$ cat src/rtl/imm_decode_pkg.sv
`default_nettype none
// ============================================================================
// Package : imm_decode_pkg
// Brief   : Immediate-type encoding, RISC-V opcode constants and a sign helper
//           shared by the immediate decode pipeline.
// Rev     : 1.0  initial release
// ============================================================================
package imm_decode_pkg;

    typedef enum logic [2:0] {
        IMM_NONE = 3'd0,
        IMM_I    = 3'd1,
        IMM_S    = 3'd2,
        IMM_B    = 3'd3,
        IMM_U    = 3'd4,
        IMM_J    = 3'd5,
        IMM_Z    = 3'd6
    } imm_type_e;

    localparam logic [6:0] c_opc_load     = 7'b0000011;
    localparam logic [6:0] c_opc_op_imm   = 7'b0010011;
    localparam logic [6:0] c_opc_jalr     = 7'b1100111;
    localparam logic [6:0] c_opc_store    = 7'b0100011;
    localparam logic [6:0] c_opc_branch   = 7'b1100011;
    localparam logic [6:0] c_opc_lui      = 7'b0110111;
    localparam logic [6:0] c_opc_auipc    = 7'b0010111;
    localparam logic [6:0] c_opc_jal      = 7'b1101111;
    localparam logic [6:0] c_opc_op_imm32 = 7'b0011011;
    localparam logic [6:0] c_opc_system   = 7'b1110011;

    function automatic logic [31:0] sext12(input logic [11:0] v);
        return {{20{v[11]}}, v};
    endfunction

endpackage
`default_nettype wire

$ cat src/rtl/imm_decode_comb.sv
`default_nettype none
// ============================================================================
// Module : imm_decode_comb
// Brief  : Combinational RISC-V immediate extraction and opcode legality check.
// Config : IMMDEC_CSR_EN adds Z-type (CSR uimm) immediates for SYSTEM opcodes.
// Rev    : 1.0  initial release
// ============================================================================
module imm_decode_comb
    import imm_decode_pkg::*;
#(
    parameter int XLEN = 32
) (
    input  logic [31:0]     i_instr,
    output logic [XLEN-1:0] o_imm,
    output imm_type_e       o_imm_type,
    output logic            o_illegal
);

    logic [6:0]  w_opc;
    logic [31:0] w_imm;

    assign w_opc = i_instr[6:0];

    // Every format (Z included, whose bit 31 is zero) widens by sign-extending bit 31.
    assign o_imm = XLEN'($signed(w_imm));

    always_comb begin
        w_imm      = '0;
        o_imm_type = IMM_NONE;
        o_illegal  = 1'b0;
        case (w_opc)
            c_opc_load, c_opc_op_imm, c_opc_jalr: begin
                w_imm      = sext12(i_instr[31:20]);
                o_imm_type = IMM_I;
            end
            c_opc_op_imm32: begin
                if (XLEN == 64) begin
                    w_imm      = sext12(i_instr[31:20]);
                    o_imm_type = IMM_I;
                end else begin
                    o_illegal  = 1'b1;
                end
            end
            c_opc_store: begin
                w_imm      = sext12({i_instr[31:25], i_instr[11:7]});
                o_imm_type = IMM_S;
            end
            c_opc_branch: begin
                w_imm      = {{19{i_instr[31]}}, i_instr[31], i_instr[7],
                              i_instr[30:25], i_instr[11:8], 1'b0};
                o_imm_type = IMM_B;
            end
            c_opc_lui, c_opc_auipc: begin
                w_imm      = {i_instr[31:12], 12'b0};
                o_imm_type = IMM_U;
            end
            c_opc_jal: begin
                w_imm      = {{11{i_instr[31]}}, i_instr[31], i_instr[19:12],
                              i_instr[20], i_instr[30:21], 1'b0};
                o_imm_type = IMM_J;
            end
            c_opc_system: begin
`ifdef IMMDEC_CSR_EN
                if (i_instr[14]) begin
                    w_imm      = {27'b0, i_instr[19:15]};
                    o_imm_type = IMM_Z;
                end
`endif
            end
            default: begin
                o_illegal = 1'b1;
            end
        endcase
    end

endmodule
`default_nettype wire

$ cat src/rtl/imm_decode_pipe.sv
`default_nettype none
// ============================================================================
// Module : imm_decode_pipe
// Brief  : One-cycle immediate decode stage with output + skid register,
//          valid/ready on both sides and a flush input. XLEN must be 32 or 64.
// Config : IMMDEC_CSR_EN enables CSR (Z-type) immediates in the decoder.
// Rev    : 1.0  initial release
// ============================================================================
module imm_decode_pipe
    import imm_decode_pkg::*;
#(
    parameter int XLEN  = 32,
    parameter int TAG_W = 5
) (
    input  logic             i_clk,
    input  logic             i_rst,
    input  logic             i_flush,
    input  logic             i_valid,
    output logic             i_ready,
    input  logic [31:0]      i_instr,
    input  logic [TAG_W-1:0] i_tag,
    output logic             o_valid,
    input  logic             o_ready,
    output logic [XLEN-1:0]  o_imm,
    output logic [2:0]       o_imm_type,
    output logic             o_illegal,
    output logic [TAG_W-1:0] o_tag
);

    typedef struct packed {
        logic [XLEN-1:0]  imm;
        imm_type_e        typ;
        logic             ill;
        logic [TAG_W-1:0] tag;
    } entry_t;

    logic [XLEN-1:0] w_dec_imm;
    imm_type_e       w_dec_type;
    logic            w_dec_ill;
    entry_t          w_in;
    entry_t          r_out;
    entry_t          r_skid;
    logic            r_out_valid;
    logic            r_skid_valid;
    logic            w_accept;
    logic            w_take;

    imm_decode_comb #(
        .XLEN (XLEN)
    ) u_comb (
        .i_instr    (i_instr),
        .o_imm      (w_dec_imm),
        .o_imm_type (w_dec_type),
        .o_illegal  (w_dec_ill)
    );

    assign w_in = '{imm: w_dec_imm, typ: w_dec_type, ill: w_dec_ill, tag: i_tag};

    // Ready depends only on the skid flop (and reset), never on o_ready.
    assign i_ready  = ~r_skid_valid & ~i_rst;
    assign w_accept = i_valid & i_ready;
    assign w_take   = ~r_out_valid | o_ready;

    always_ff @(posedge i_clk) begin
        if (i_rst) begin
            r_out_valid  <= 1'b0;
            r_skid_valid <= 1'b0;
            r_out        <= '0;
            r_skid       <= '0;
        end else if (i_flush) begin
            r_out_valid  <= 1'b0;
            r_skid_valid <= 1'b0;
        end else if (w_take) begin
            if (r_skid_valid) begin
                r_out        <= r_skid;
                r_out_valid  <= 1'b1;
                r_skid_valid <= 1'b0;
            end else if (w_accept) begin
                r_out        <= w_in;
                r_out_valid  <= 1'b1;
            end else begin
                r_out_valid  <= 1'b0;
            end
        end else if (w_accept) begin
            r_skid       <= w_in;
            r_skid_valid <= 1'b1;
        end
    end

    assign o_valid    = r_out_valid;
    assign o_imm      = r_out.imm;
    assign o_imm_type = r_out.typ;
    assign o_illegal  = r_out.ill;
    assign o_tag      = r_out.tag;

endmodule
`default_nettype wire

$ cat config.mk
export PLATFORM = sky130hd
export DESIGN_NAME = imm_decode_pipe
export DESIGN_NICKNAME = d
export VERILOG_FILES = /design/src/rtl/imm_decode_pkg.sv /design/src/rtl/imm_decode_comb.sv /design/src/rtl/imm_decode_pipe.sv
export SDC_FILE = /design/constraint.sdc
export NUM_CORES = 1
export LEC_CHECK = 0
export BUFFER_PORTS_ARGS = -buffer_cell sky130_fd_sc_hd__buf_2
export CAP_MARGIN = 20
export CORE_ASPECT_RATIO = 0.75
export CORE_UTILIZATION = 35
export CTS_CLUSTER_SIZE = 14
export DETAILED_ROUTE_END_ITERATION = 16
export PLACE_DENSITY = 0.54
export SETUP_SLACK_MARGIN = 0.4
export SLEW_MARGIN = 40
export SYNTH_ARGS = -nofsm -noshare
export SYNTH_HDL_FRONTEND = slang
export SYNTH_SLANG_ARGS = --single-unit
$ cat constraint.sdc
create_clock -name i_clk -period 2.3 [get_ports i_clk]
set_input_delay 0.115 -clock i_clk [delete_from_list [all_inputs] [get_ports i_clk]]
set_output_delay 0.115 -clock i_clk [all_outputs]
set_load 0.005 [all_outputs]
## Yosys cells after proc, flatten, opt, wreduce, memory -nomap -nowiden

Cells that the tools add are included.
W data, S select, Z words.

| storage, ports and cells | value |
|---|---|
| bits in registers | 84 |
| input bits | 42 |
| output and inout port bits | 43 |
| word-level logic and storage cells | 42 |

| cells by class | value |
|---|---|
| equality and inequality tests | 9 |
| mux-type cells | 7 |
| bitwise gates (word level) | 8 |
| reductions and logical operators | 8 |

Operators with widths:

| operator | count |
|---|---|
| $pmux W32 S5 | 1 |
| $mux W41 | 2 |
| $eq A7 B7 Y1 const B | 4 |
| $pmux W3 S5 | 1 |
| $eq A7 B5 Y1 const B | 2 |
| $eq A7 B6 Y1 const B | 2 |
| $reduce_or A9 Y1 | 1 |
| $eq A7 B2 Y1 const B | 1 |
| $reduce_and A3 Y1 | 2 |
| $reduce_or A3 Y1 | 2 |
| $not A1 Y1 | 5 |
| $reduce_or A2 Y1 | 2 |
| $mux W1 | 3 |
| $and A1 B1 Y1 | 2 |
| $reduce_bool A2 Y1 | 1 |
| $or A1 B1 Y1 | 1 |

## Depth between registers and ports, before layout

Gate-level depths: netlist of the first run.

| depth | value |
|---|---|
| depth after elaboration | 5 |
| gate-level depth with buffers | 7 |
| mapped depth without buffers | 4 |

## Hierarchy

From an unflattened synthesis of the first run, not the netlist that was laid out.

| unflattened totals | value |
|---|---|
| cell total of the unflattened synthesis | 508 |
| area total of the unflattened synthesis | 4513.1 um^2 |

Modules (own cells, without submodules):

| module | times used | cells each | area each (um^2) | sequential area each (um^2) |
|---|---|---|---|---|
| imm_decode_pipe | 1 | 423 | 3946.3 | 1681.6 |
| imm_decode_comb | 1 | 85 | 566.8 | 0.0 |

## Least setup slack after synthesis of the first run

Ideal clock, no wire load.

| path | value |
|---|---|
| kind | register to register |
| from | register r_out_valid, in the netlist o_valid |
| to | register r_skid[29] (netlist name) |
| setup time | 0.088 ns |
| arrival time | 1.615 ns |
| data required time | 2.212 ns |
| setup slack | 0.597 ns |
| stages on the path, launching flop included | 6 |
| path buffers | 1 |
| period minus slack after synthesis | 1.703 ns |
| path through | dfxtp_1 -> or4b_4 -> nor3b_4 -> buf_6 -> nor2_1 -> a311oi_2 |

| between the ends | value |
|---|---|
| cells in the longest elaborated chain, start to end | 4 |

Ends and longest elaborated chain:

| item | RTL line | text |
|---|---|---|
| start, declared | imm_decode_pipe.sv:43 | `logic r_out_valid;` |
| start signal, assigned | imm_decode_pipe.sv:66 | `r_out_valid <= 1'b0;` |
| start signal, assigned | imm_decode_pipe.sv:71 | `r_out_valid <= 1'b0;` |
| start signal, assigned | imm_decode_pipe.sv:76 | `r_out_valid <= 1'b1;` |
| $not A1 Y1 | imm_decode_pipe.sv:62 | `assign w_take = ~r_out_valid \| o_ready;` |
| $or A1 B1 Y1 | imm_decode_pipe.sv:62 |  |
| $not A1 Y1 (no line) | -- |  |
| $reduce_and A3 Y1 (no line) | -- |  |
| end signal, assigned | imm_decode_pipe.sv:85 | `r_skid <= w_in;` |
| end, declared | imm_decode_pipe.sv:42 | `entry_t r_skid;` |

No other way between the ends.
A chain may end at the register's enable or synchronous reset.

## Worst setup path in the final report of the first run

| path | value |
|---|---|
| from | register r_out_valid, in the netlist o_valid |
| to | register r_skid[12] (netlist name) |

Same word-level chain as after synthesis.

==> flow_summary.ini, run 1 <==
[finish]
fillers = 1069
drive_above_1_share_pct = 26.8
fin_util_pct = 44.7
areaGrowthSynthToFinish_pct = 22.2
finalNonFillerCells = 644
design_area_sq_um = 4690
nets = 545
antenna_cells = 0

[power]
seq_power_share_pct = 45.0
power_mw = 3.36
p_sw_mw = 0.796
combPwrFrac_pct = 8.0
p_int_mw = 2.56
p_clk_share_pct = 47.0
cellLeakagePower_nw = 1.68
peakVddDrop_uv = 304
sw_frac_of_total_pct = 23.7
powerDensity_nw_per_um2 = 715

[grt]
grt_max_degree = 90
grt_pass1_wl_um = 17800
antenna_found_initial = 0
grt_util_all_layers_pct = 20.1
globalRouteOverflowTotal = 0
grt_pass1_vias = 3416

[sta]
maxSlewViolCount = 0
finalSetupViolCount = 0
max_slew.worst_pin.slew_ns = 0.752
skew_ns = 0.00652
slew-limit-headroom_pct = 49.7
fmax_mhz = 546
finalWorstSetupSlack_ns = 0.469
whs_ns = 0.0286
fin_setup_tns_ns = 0
layout_min_cycle_time_ns = 1.83
period_share_pct = 79.6
hold_violations = 0
rsz0062_at_grt = true

[synthesis]
ys.flop_type = dfxtp_1
netlist_instances = 436
yosysSeqAreaShare_pct = 43.8
async_flop_share_pct = 0
synth_nets = 478
synth.distinct_cells = 46
synth_area_sq_um = 3840
synth_edf_count = 0
ys_ff_latch = 84
yosys_warnings = 0
avgSynthCellArea_sq_um = 8.81

[setup_path]
critical_path.cell_chain = or4b_4 -> nor3b_4 -> clkbuf_8 -> nor2_1 -> a211oi_1
required_ns = 2.54
endpoint_kind = flop
critPathTopFamily = simple AND/OR/NAND/NOR gates
critPathArrivalTime_ns = 2.07
max_stage_delay_ns = 0.51
critPathKind = reg2reg
cp_max_fo = 36
path_buf_inv = 1
start_kind = flop
slowest_stage = or4b_4

[clock_tree]
clk_pin_slew_ns = 0.06
cts_tree = yes
clock-root-buffer = clkbuf_16
numCtsBuffers = 9
clock-sinks = 84
clk_latency_ns = 0.34
post_cts_buffers = 0
holdBufCountCts = 0
htreeDepth = 3
clk_path_buf_depth = 2

[run]
maxCapViolCount = 0

[drt]
via_per_inst = 5.62
ant_nets = 0
dr.pass1.iters = 5
vias = 3619
routed_wl_um = 10900
drt_iter0_markers = 356
route.detailed.drc = 0
wl_per_cell_um = 17.0

[floorplanning]
fp-row-count = 32
die_w_um = 123
die-area_sq_um = 11400
ioPinCount = 85
initial_core_util_pct = 36.6
die_height_um = 92.7
core_region_area_sq_um = 10500

[worst_hold_path]
holdCritPathClass = in2reg

[placed_design]
dpl_cell_area_sq_um = 4360
dp.cells = 628
pre_cts_ws_ns = 0.306
dp_hpwl_um = 7040
globalplace.congestion = 0.783
numPortBuffers = 84

[status]
status = finished clean
[timing repair]
action	in CTS	in global routing
cloned	0	0
gates resized for setup	1	1
endpoints found under the setup margin	10	18
[power groups by stage]
stage	Combinational, mW	Clock [mW]	Sequential [mW]
floorplan	0.142	0	1.54
global placement	0.264	0	1.54
detailed placement	0.268	0	1.54
CTS	0.269	1.61	1.51
global route	0.299	1.67	1.51
finish	0.270	1.58	1.51
[synth_stat cells (2+ instances only)]
cell,number,area (sq um)
a211o_1,11,96.3
a221oi_1,8,70.1
nor3_1,6,30.0
nor4_1,14,87.6
inv_1,16,60.1
a22oi_1,4,30.0
buf_4,2,15.0
o21ai_1,3,15.0
a311oi_2,11,165
buf_6,5,56.3
a211oi_2,3,37.5
clkbuf_1,31,116
buf_2,4,20.0
dfxtp_1,84,1680
nor2b_1,2,12.5
nand3_1,2,10.0
nand2b_1,3,18.8
a31oi_1,11,68.8
a211oi_1,27,203
nand3b_1,7,52.6
mux2i_1,7,70.1
a21oi_1,23,115
o21ai_0,15,75.1
nor2_1,45,169
nand2_1,42,158
o22ai_1,2,12.5
o21bai_1,3,22.5
nand4b_1,7,61.3
o311ai_0,2,17.5
o211ai_1,19,143
nand4_1,2,12.5
[path summary, 6_finish.rpt]
path,startpoint,to,slack [ns],cells past startpoint
setup reg to reg,o_valid,r_skid[12],0.47,5
setup / recovery,o_valid,r_skid[12],0.47,5
hold / removal,i_tag[0],r_skid[0],0.03,3
hold reg to reg,r_skid[19],r_skid[19],0.45,2
[registers in the layout (all words and copies together), names as in the netlist]
name	flops
r_skid	41
o_imm	32
o_tag	5
o_imm_type	3
o_illegal	1
o_valid	1
r_skid_valid	1
[cell usage in the layout (no fill, tap or decap), types with 8 or more instances in the layout]
| cell | synthesis | final |
|---|---|---|
| a31oi_1 | 11 | 11 |
| inv_1 | 16 | 16 |
| a221oi_1 | 8 | 8 |
| dfxtp_1 | 84 | 84 |
| a211o_1 | 11 | 11 |
| a211oi_1 | 27 | 27 |
| a21oi_1 | 23 | 23 |
| buf_2 | 4 | 84 |
| o21ai_0 | 15 | 15 |
| nand2_1 | 42 | 42 |
| nor2_1 | 45 | 45 |
| clkbuf_16 | 0 | 9 |
| a311oi_2 | 11 | 11 |
| o211ai_1 | 19 | 19 |
| buf_4 | 2 | 13 |
| nor4_1 | 14 | 14 |
[logic make-up (layout without fill, tap and decap cells)]
kind of cell / Yosys count / after routing / synth area share, %
flip-flops: 84 / 84 / 43.8
AND/OR/NAND/NOR: 136 / 136 / 17.6
buffers and inverters: 59 / 131 / 7.07
AO/OA/AOI/OAI: 150 / 150 / 29.7
multiplexers: 7 / 7 / 1.82
[worst register-to-register path, cell delays in order, from the launching register on]
cell and delay [ns]:
dfxtp_1 0.35, or4b_4 0.51, nor3b_4 0.23, clkbuf_8 0.33, nor2_1 0.10, a211oi_1 0.23
[layer usage]
layer	vias to the layer above	GRT usage, %	wire, um
met3	13	4.74	758
met4	0	6.40	132
met2	142	30.1	4870
li1	1754	-	-
met5	-	0	0
met1	1710	28.0	5190
[cell type report]
class / instances / area, sq um / area share, %
Clock buffer: 9 / 225 / 4.80
Clock inverter: 7 / 100 / 2.13
Inverter: 16 / 60.1 / 1.28
Multi-Input combinational cell: 293 / 1910 / 40.8
Sequential cell: 84 / 1680 / 35.8
Tap cell: 136 / 170 / 3.63
Timing Repair Buffer: 99 / 543 / 11.6
No activity file was read; power rests on OpenSTA's default activity.
==> run 2, diff against run 1 <==
Settings changed: ABC_AREA set to 1, PLACE_DENSITY 0.54 to 0.55.
Clock period 2.3 ns to 1.6 ns, I/O delays scaled along.
==> run 2 against run 1 <==
Compared with the run above:
- hold slack worse by 0.028 ns
- register-to-register slack got worse by 0.25 ns
- cell count increased by 25%
- combinational power grew 99%
- setup slack worse by 0.25 ns
- die area increased by 2.6%
- non-clock buffer count up 28
- critical path depth increased by 3
- via count rose by 15%
- utilization grew 7.4 points
- largest cell class unchanged
- highest routed layer unchanged
- clock power is 35% higher
==> flow_summary.ini, run 2 <==
[floorplanning]
core_region_area_sq_um = 10900
die_w_um = 125
die-area_sq_um = 11700
ioPinCount = 85
die_height_um = 93.9
fp-row-count = 33
initial_core_util_pct = 36.0

[setup_path]
crit_top_cell = a21oi_1
slowest_stage = dfxtp_2
start_kind = flop
max_stage_delay_ns = 0.32
required_ns = 1.84
path_buf_inv = 4
endpoint_kind = flop
critPathTopFamily = buffers and inverters
critPathArrivalTime_ns = 1.61
critical_path.cell_chain = inv_2 -> nor2_4 -> nor3_4 -> buf_6 -> inv_12 -> buf_12 -> a21oi_1 -> a21oi_1
cp_max_fo = 8
critPathKind = reg2reg

[drt]
wl_per_cell_um = 16.7
dr.pass1.iters = 4
route.detailed.drc = 0
ant_nets = 0
routed_wl_um = 13500
via_per_inst = 5.17
drt_iter0_markers = 307
vias = 4168

[sta]
slew-limit-headroom_pct = 54.2
period_share_pct = 86.1
fmax_mhz = 726
hold_violations = 0
fin_setup_tns_ns = 0
skew_ns = 0.00531
maxSlewViolCount = 0
max_slew.worst_pin.slew_ns = 0.687
finalSetupViolCount = 0
layout_min_cycle_time_ns = 1.38
rsz0062_at_grt = true

[power]
peakVddDrop_uv = 524
combPwrFrac_pct = 11.1
seq_power_share_pct = 44.9
sw_frac_of_total_pct = 25.5
cellLeakagePower_nw = 2.77
p_sw_mw = 1.24
powerDensity_nw_per_um2 = 850
p_int_mw = 3.61
p_clk_share_pct = 44.0

[worst_hold_path]
holdCritPathClass = in2reg

[finish]
layout_common_cells = nor2_1 (92), buf_2 (84), dfxtp_1 (82)
largest_reg_flops = 41
regMostFlops = r_skid
drive_above_1_share_pct = 35.7
antenna_cells = 0
design_area_sq_um = 5710
layout_commonest_cell = nor2_1
nets = 703
fillers = 1062
areaGrowthSynthToFinish_pct = 44.9

[synthesis]
synth_edf_count = 0
synth_most_common_cell = nor2_1
async_flop_share_pct = 0
synth_area_sq_um = 3940
yosysSeqAreaShare_pct = 42.7
synth_top_area_share_pct = 42.7
ys_ff_latch = 84
netlist_instances = 562
synth.distinct_cells = 27
synth_common_cells = nor2_1 (93), dfxtp_1 (84), nand2_1 (79), a21oi_1 (74), o21ai_0 (63)
ys.flop_type = dfxtp_1
avgSynthCellArea_sq_um = 7.01
synth_nets = 604
synthTopCellsByArea = dfxtp_1 (43%), a21oi_1 (9.4%), nor2_1 (8.9%), o21ai_0 (8.0%), nand2_1 (7.5%)
synth_top_area_cell = dfxtp_1
yosys_warnings = 0

[placed_design]
dp_hpwl_um = 7480
globalplace.congestion = 0.808
numPortBuffers = 84
dpl_cell_area_sq_um = 4540

[grt]
grt_pass1_vias = 3889
grt_pass1_wl_um = 20400
grt_max_degree = 56
grt_util_all_layers_pct = 22.5
globalRouteOverflowTotal = 0
antenna_found_initial = 0

[clock_tree]
clk_path_buf_depth = 2
cts_tree = yes
clock-sinks = 84
numCtsBuffers = 9
clk_pin_slew_ns = 0.06
htreeDepth = 3
clock-root-buffer = clkbuf_16
clk_latency_ns = 0.35

[status]
status = finished clean

[run]
maxCapViolCount = 0
run 2: layout make-up:
class	instances	area, sq um	share of cell area (%)
tap	140	175	3.07
sequential	84	1690	29.5
inverter	46	189	3.31
timing repair buffer	127	1190	20.9
multi-input combinational	393	2170	38.0
clock inverter	7	75.1	1.31
clock buffer	9	225	3.94
run 2: kinds of logic (layout without fill, tap and decap cells):
| family | Yosys count | after routing | share of synthesized area, % |
|---|---|---|---|
| compound gates | 164 | 164 | 21.2 |
| buf+inv | 85 | 189 | 9.72 |
| flops | 84 | 84 | 42.7 |
| simple gates | 229 | 229 | 26.4 |
run 2: through the flow:
step	total power, mW	utilization, %	setup WS (ns)	cells	hold WS (ns)
4_1_cts	4.83	49.3	0.260	798	0.000497
5_1_grt	5.03	52.2	0.133	806	0.0159
3_3_place_gp	2.60	41.5	0.209	763	0.321
6_report	4.85	52.2	0.223	806	0.000580
2_1_floorplan	2.42	-	0.392	562	0.153
3_5_place_dp	2.60	41.5	0.181	763	0.335
run 2: power by group through the flow:
stage / combinational [mW] / clock, mW / sequential [mW]
2_1_floorplan: 0.192 / 0 / 2.22
3_3_place_gp: 0.374 / 0 / 2.22
3_5_place_dp: 0.377 / 0 / 2.22
4_1_cts: 0.494 / 2.16 / 2.18
5_1_grt: 0.584 / 2.26 / 2.19
6_report: 0.537 / 2.14 / 2.18
run 2: worst register-to-register path, stage by stage (launching register included):
cell     delay [ns]
dfxtp_2        0.32
inv_2          0.06
nor2_4         0.04
nor3_4         0.22
buf_6          0.19
inv_12         0.08
buf_12         0.15
a21oi_1        0.12
a21oi_1        0.08
run 2: worst paths after layout:
path | start | endpoint | slack [ns] | cells past startpoint
worst max-delay path | o_valid | o_imm[23] | 0.22 | 8
worst min-delay path | i_tag[3] | r_skid[3] | 0.0006 | 3
worst max register to register | o_valid | o_imm[23] | 0.22 | 8
worst min register to register | o_imm_type[1] | o_imm_type[1] | 0.46 | 2
run 2: what timing repair did:
action                                 in CTS  in global routing
hold buffers                                3                  1
cloned                                      9                  6
setup buffers                               7                  1
setup endpoints to repair                  82                 82
endpoints found under the hold margin       4                  1
gates resized for setup                    80                 43
pin swaps                                  15                  8
run 2: routing by layer:
layer  up-vias  share of wire, %  track usage, %
met5         -                 0               0
met4         0              0.76            5.82
met3         9               6.8            7.40
met2       143                45            34.9
met1      1965                47            30.1
li1       2051                 -               -
==> run 3, diff against run 2 <==
Settings changed: GPL_ROUTABILITY_DRIVEN set to 1, PLACE_DENSITY 0.55 to 0.54, SYNTH_HIERARCHICAL set to 1.
==> run 3 against run 2 <==
Compared with the run above:
- setup slack better by 0.10 ns
- clock power down 6%
- flip-flop and latch count unchanged
- via count up 23%
- highest routed layer unchanged
- utilization down 1.7 points
- die area up 18%
- count of clock-buffer cells in the layout up 2
- cell count up 33%
- combinational power up 33%
==> flow_summary.ini, run 3 <==
[power]
power_mw = 4.90
cellLeakagePower_nw = 3.37
peakVddDrop_uv = 471
powerDensity_nw_per_um2 = 746

[clock_tree]
holdBufCountCts = 0
clock-root-buffer = clkbuf_16
clock-sinks = 84
cts_tree = yes
htreeDepth = 3
clk_latency_ns = 0.34
numCtsBuffers = 9
clk_pin_slew_ns = 0.06
clk_path_buf_depth = 2

[drt]
drt_iter0_markers = 339
dr.pass1.iters = 5
route.detailed.drc = 0
wl_per_cell_um = 14.7
via_per_inst = 4.78
ant_nets = 0
vias = 5134
routed_wl_um = 15800

[finish]
regMostFlops = r_skid
antenna_cells = 0
fin_util_pct = 50.4
areaGrowthSynthToFinish_pct = 40.4
nets = 942
fillers = 1360
finalNonFillerCells = 1074
design_area_sq_um = 6570
layout_common_cells = nor2_1 (228), nand2_1 (155), nand3_1 (95)
largest_reg_flops = 41
drive_above_1_share_pct = 26.7
layout_commonest_cell = nor2_1

[floorplanning]
die_w_um = 135
initial_core_util_pct = 35.9
die-area_sq_um = 13800
core_region_area_sq_um = 13000
die_height_um = 102
ioPinCount = 85
fp-row-count = 36

[sta]
fmax_mhz = 783
layout_min_cycle_time_ns = 1.28
hold_violations = 0
maxSlewViolCount = 0
finalSetupViolCount = 0
period_share_pct = 79.8
skew_ns = 0.00475
slew-limit-headroom_pct = 75.2
rsz0062_at_grt = true
max_slew.worst_pin.slew_ns = 0.372
finalWorstSetupSlack_ns = 0.323

[synthesis]
synth_edf_count = 0
ys_ff_latch = 84
netlist_instances = 799
synth_top_area_share_pct = 36.0
yosysSeqAreaShare_pct = 36.0
synth_top_area_cell = dfxtp_1
synth_most_common_cell = nor2_1
synth_nets = 841
ys.flop_type = dfxtp_1
synthTopCellsByArea = dfxtp_1 (36%), nor2_1 (21%), nand3_1 (13%), nand2_1 (13%), inv_1 (8.0%)
avgSynthCellArea_sq_um = 5.85
async_flop_share_pct = 0
synth.distinct_cells = 22
yosys_warnings = 6
synth_area_sq_um = 4680
synth_common_cells = nor2_1 (262), nand2_1 (160), nand3_1 (121), inv_1 (100), dfxtp_1 (84)

[setup_path]
max_stage_delay_ns = 0.38
endpoint_kind = flop
regToRegEndpoint = r_skid[20]
cp_max_fo = 8
start_kind = flop
critical_path.cell_chain = inv_2 -> nor2_4 -> nand2_2 -> nor2_4 -> buf_12 -> buf_12 -> nor2_1 -> nor2_1
critPathKind = reg2reg
ff2ff_path_depth = 8
slowest_stage = dfxtp_4
regToRegStartpoint = o_valid
critPathArrivalTime_ns = 1.55
reg2reg_slack_ns = 0.32
required_ns = 1.88

[run]
maxCapViolCount = 0

[placed_design]
dp.cells = 1030
globalplace.congestion = 0.818
dpl_cell_area_sq_um = 5360
dp_hpwl_um = 8360
pre_cts_ws_ns = -0.00411
numPortBuffers = 84

[status]
status = finished clean

[grt]
grt_pass1_wl_um = 22600
grt_util_all_layers_pct = 21.1
grt_max_degree = 83
globalRouteOverflowTotal = 0
grt_pass1_vias = 4440
antenna_found_initial = 0

[worst_hold_path]
hold_depth = 4
holdCritPathClass = in2reg
hold_path_end = r_skid_valid
hp-start = o_ready
-- run 3: worst max-delay path, delay by kind of cell (launching register included) --
| family | cells | cell delay [ns] |
|---|---|---|
| flops | 1 | 0.38 |
| buf+inv | 3 | 0.36 |
| simple gates | 5 | 0.48 |
-- run 3: final cells by class --
class	count	area, sq um	share of cell area, %
inverter	102	398	6.06
clock inverter	3	40.0	0.610
sequential	84	1690	25.7
multi-input combinational	566	2720	41.4
clock buffer	11	233	3.54
timing repair buffer	137	1280	19.4
tap	171	214	3.26
-- run 3: what timing repair did --
item | 4_1_cts | 5_1_grt
pin swaps | 9 | 47
setup buffers | 7 | 9
gates resized for setup | 21 | 99
gates cloned | 4 | 10
setup endpoints to repair | 69 | 82
-- run 3: cell families (layout without fill, tap and decap cells) --
logic type | Yosys count | count (layout) | synth area share [%]
AO/OA/AOI/OAI | 4 | 4 | 0.482
flip-flops | 84 | 84 | 36.0
buffers and inverters | 149 | 253 | 13.7
AND/OR/NAND/NOR | 562 | 562 | 49.8
-- run 3: report_power, final --
group          total [mW]  switching [mW]  internal, mW
registers            2.18          0.0320          2.15
logic               0.713           0.406         0.307
clock network        2.01           0.820          1.19
total                4.90            1.26          3.64
-- run 3: how the worst max path moves through the flow --
stage / depth (start not counted) / slack [ns] / from / end
global placement: 16 / 0.02 / i_instr[3] / o_imm[8]
floorplan: 14 / 0.40 / i_instr[2] / o_imm[12]
global route: 8 / 0.27 / o_valid / r_skid[4]
finish: 8 / 0.32 / o_valid / r_skid[20]
detailed placement: 15 / -0.004 / i_instr[1] / o_imm[8]
CTS: 7 / 0.38 / r_skid_valid / r_skid[28]
-- run 3: layer usage --
layer	up-vias	share of wire (%)	track usage, %
met3	29	6.2	4.17
met1	2335	48	29.7
met2	161	44	32.7
li1	2609	-	-
met5	-	0	0
met4	0	2.1	6.31
-- run 3: stage by stage --
step	hold WS [ns]	setup TNS (ns)
after floorplan	0.182	0
after CTS	0.0116	0
after global placement	0.388	0
after detailed placement	0.374	-0.00411
after global routing	0.0571	0
final	0.0502	0
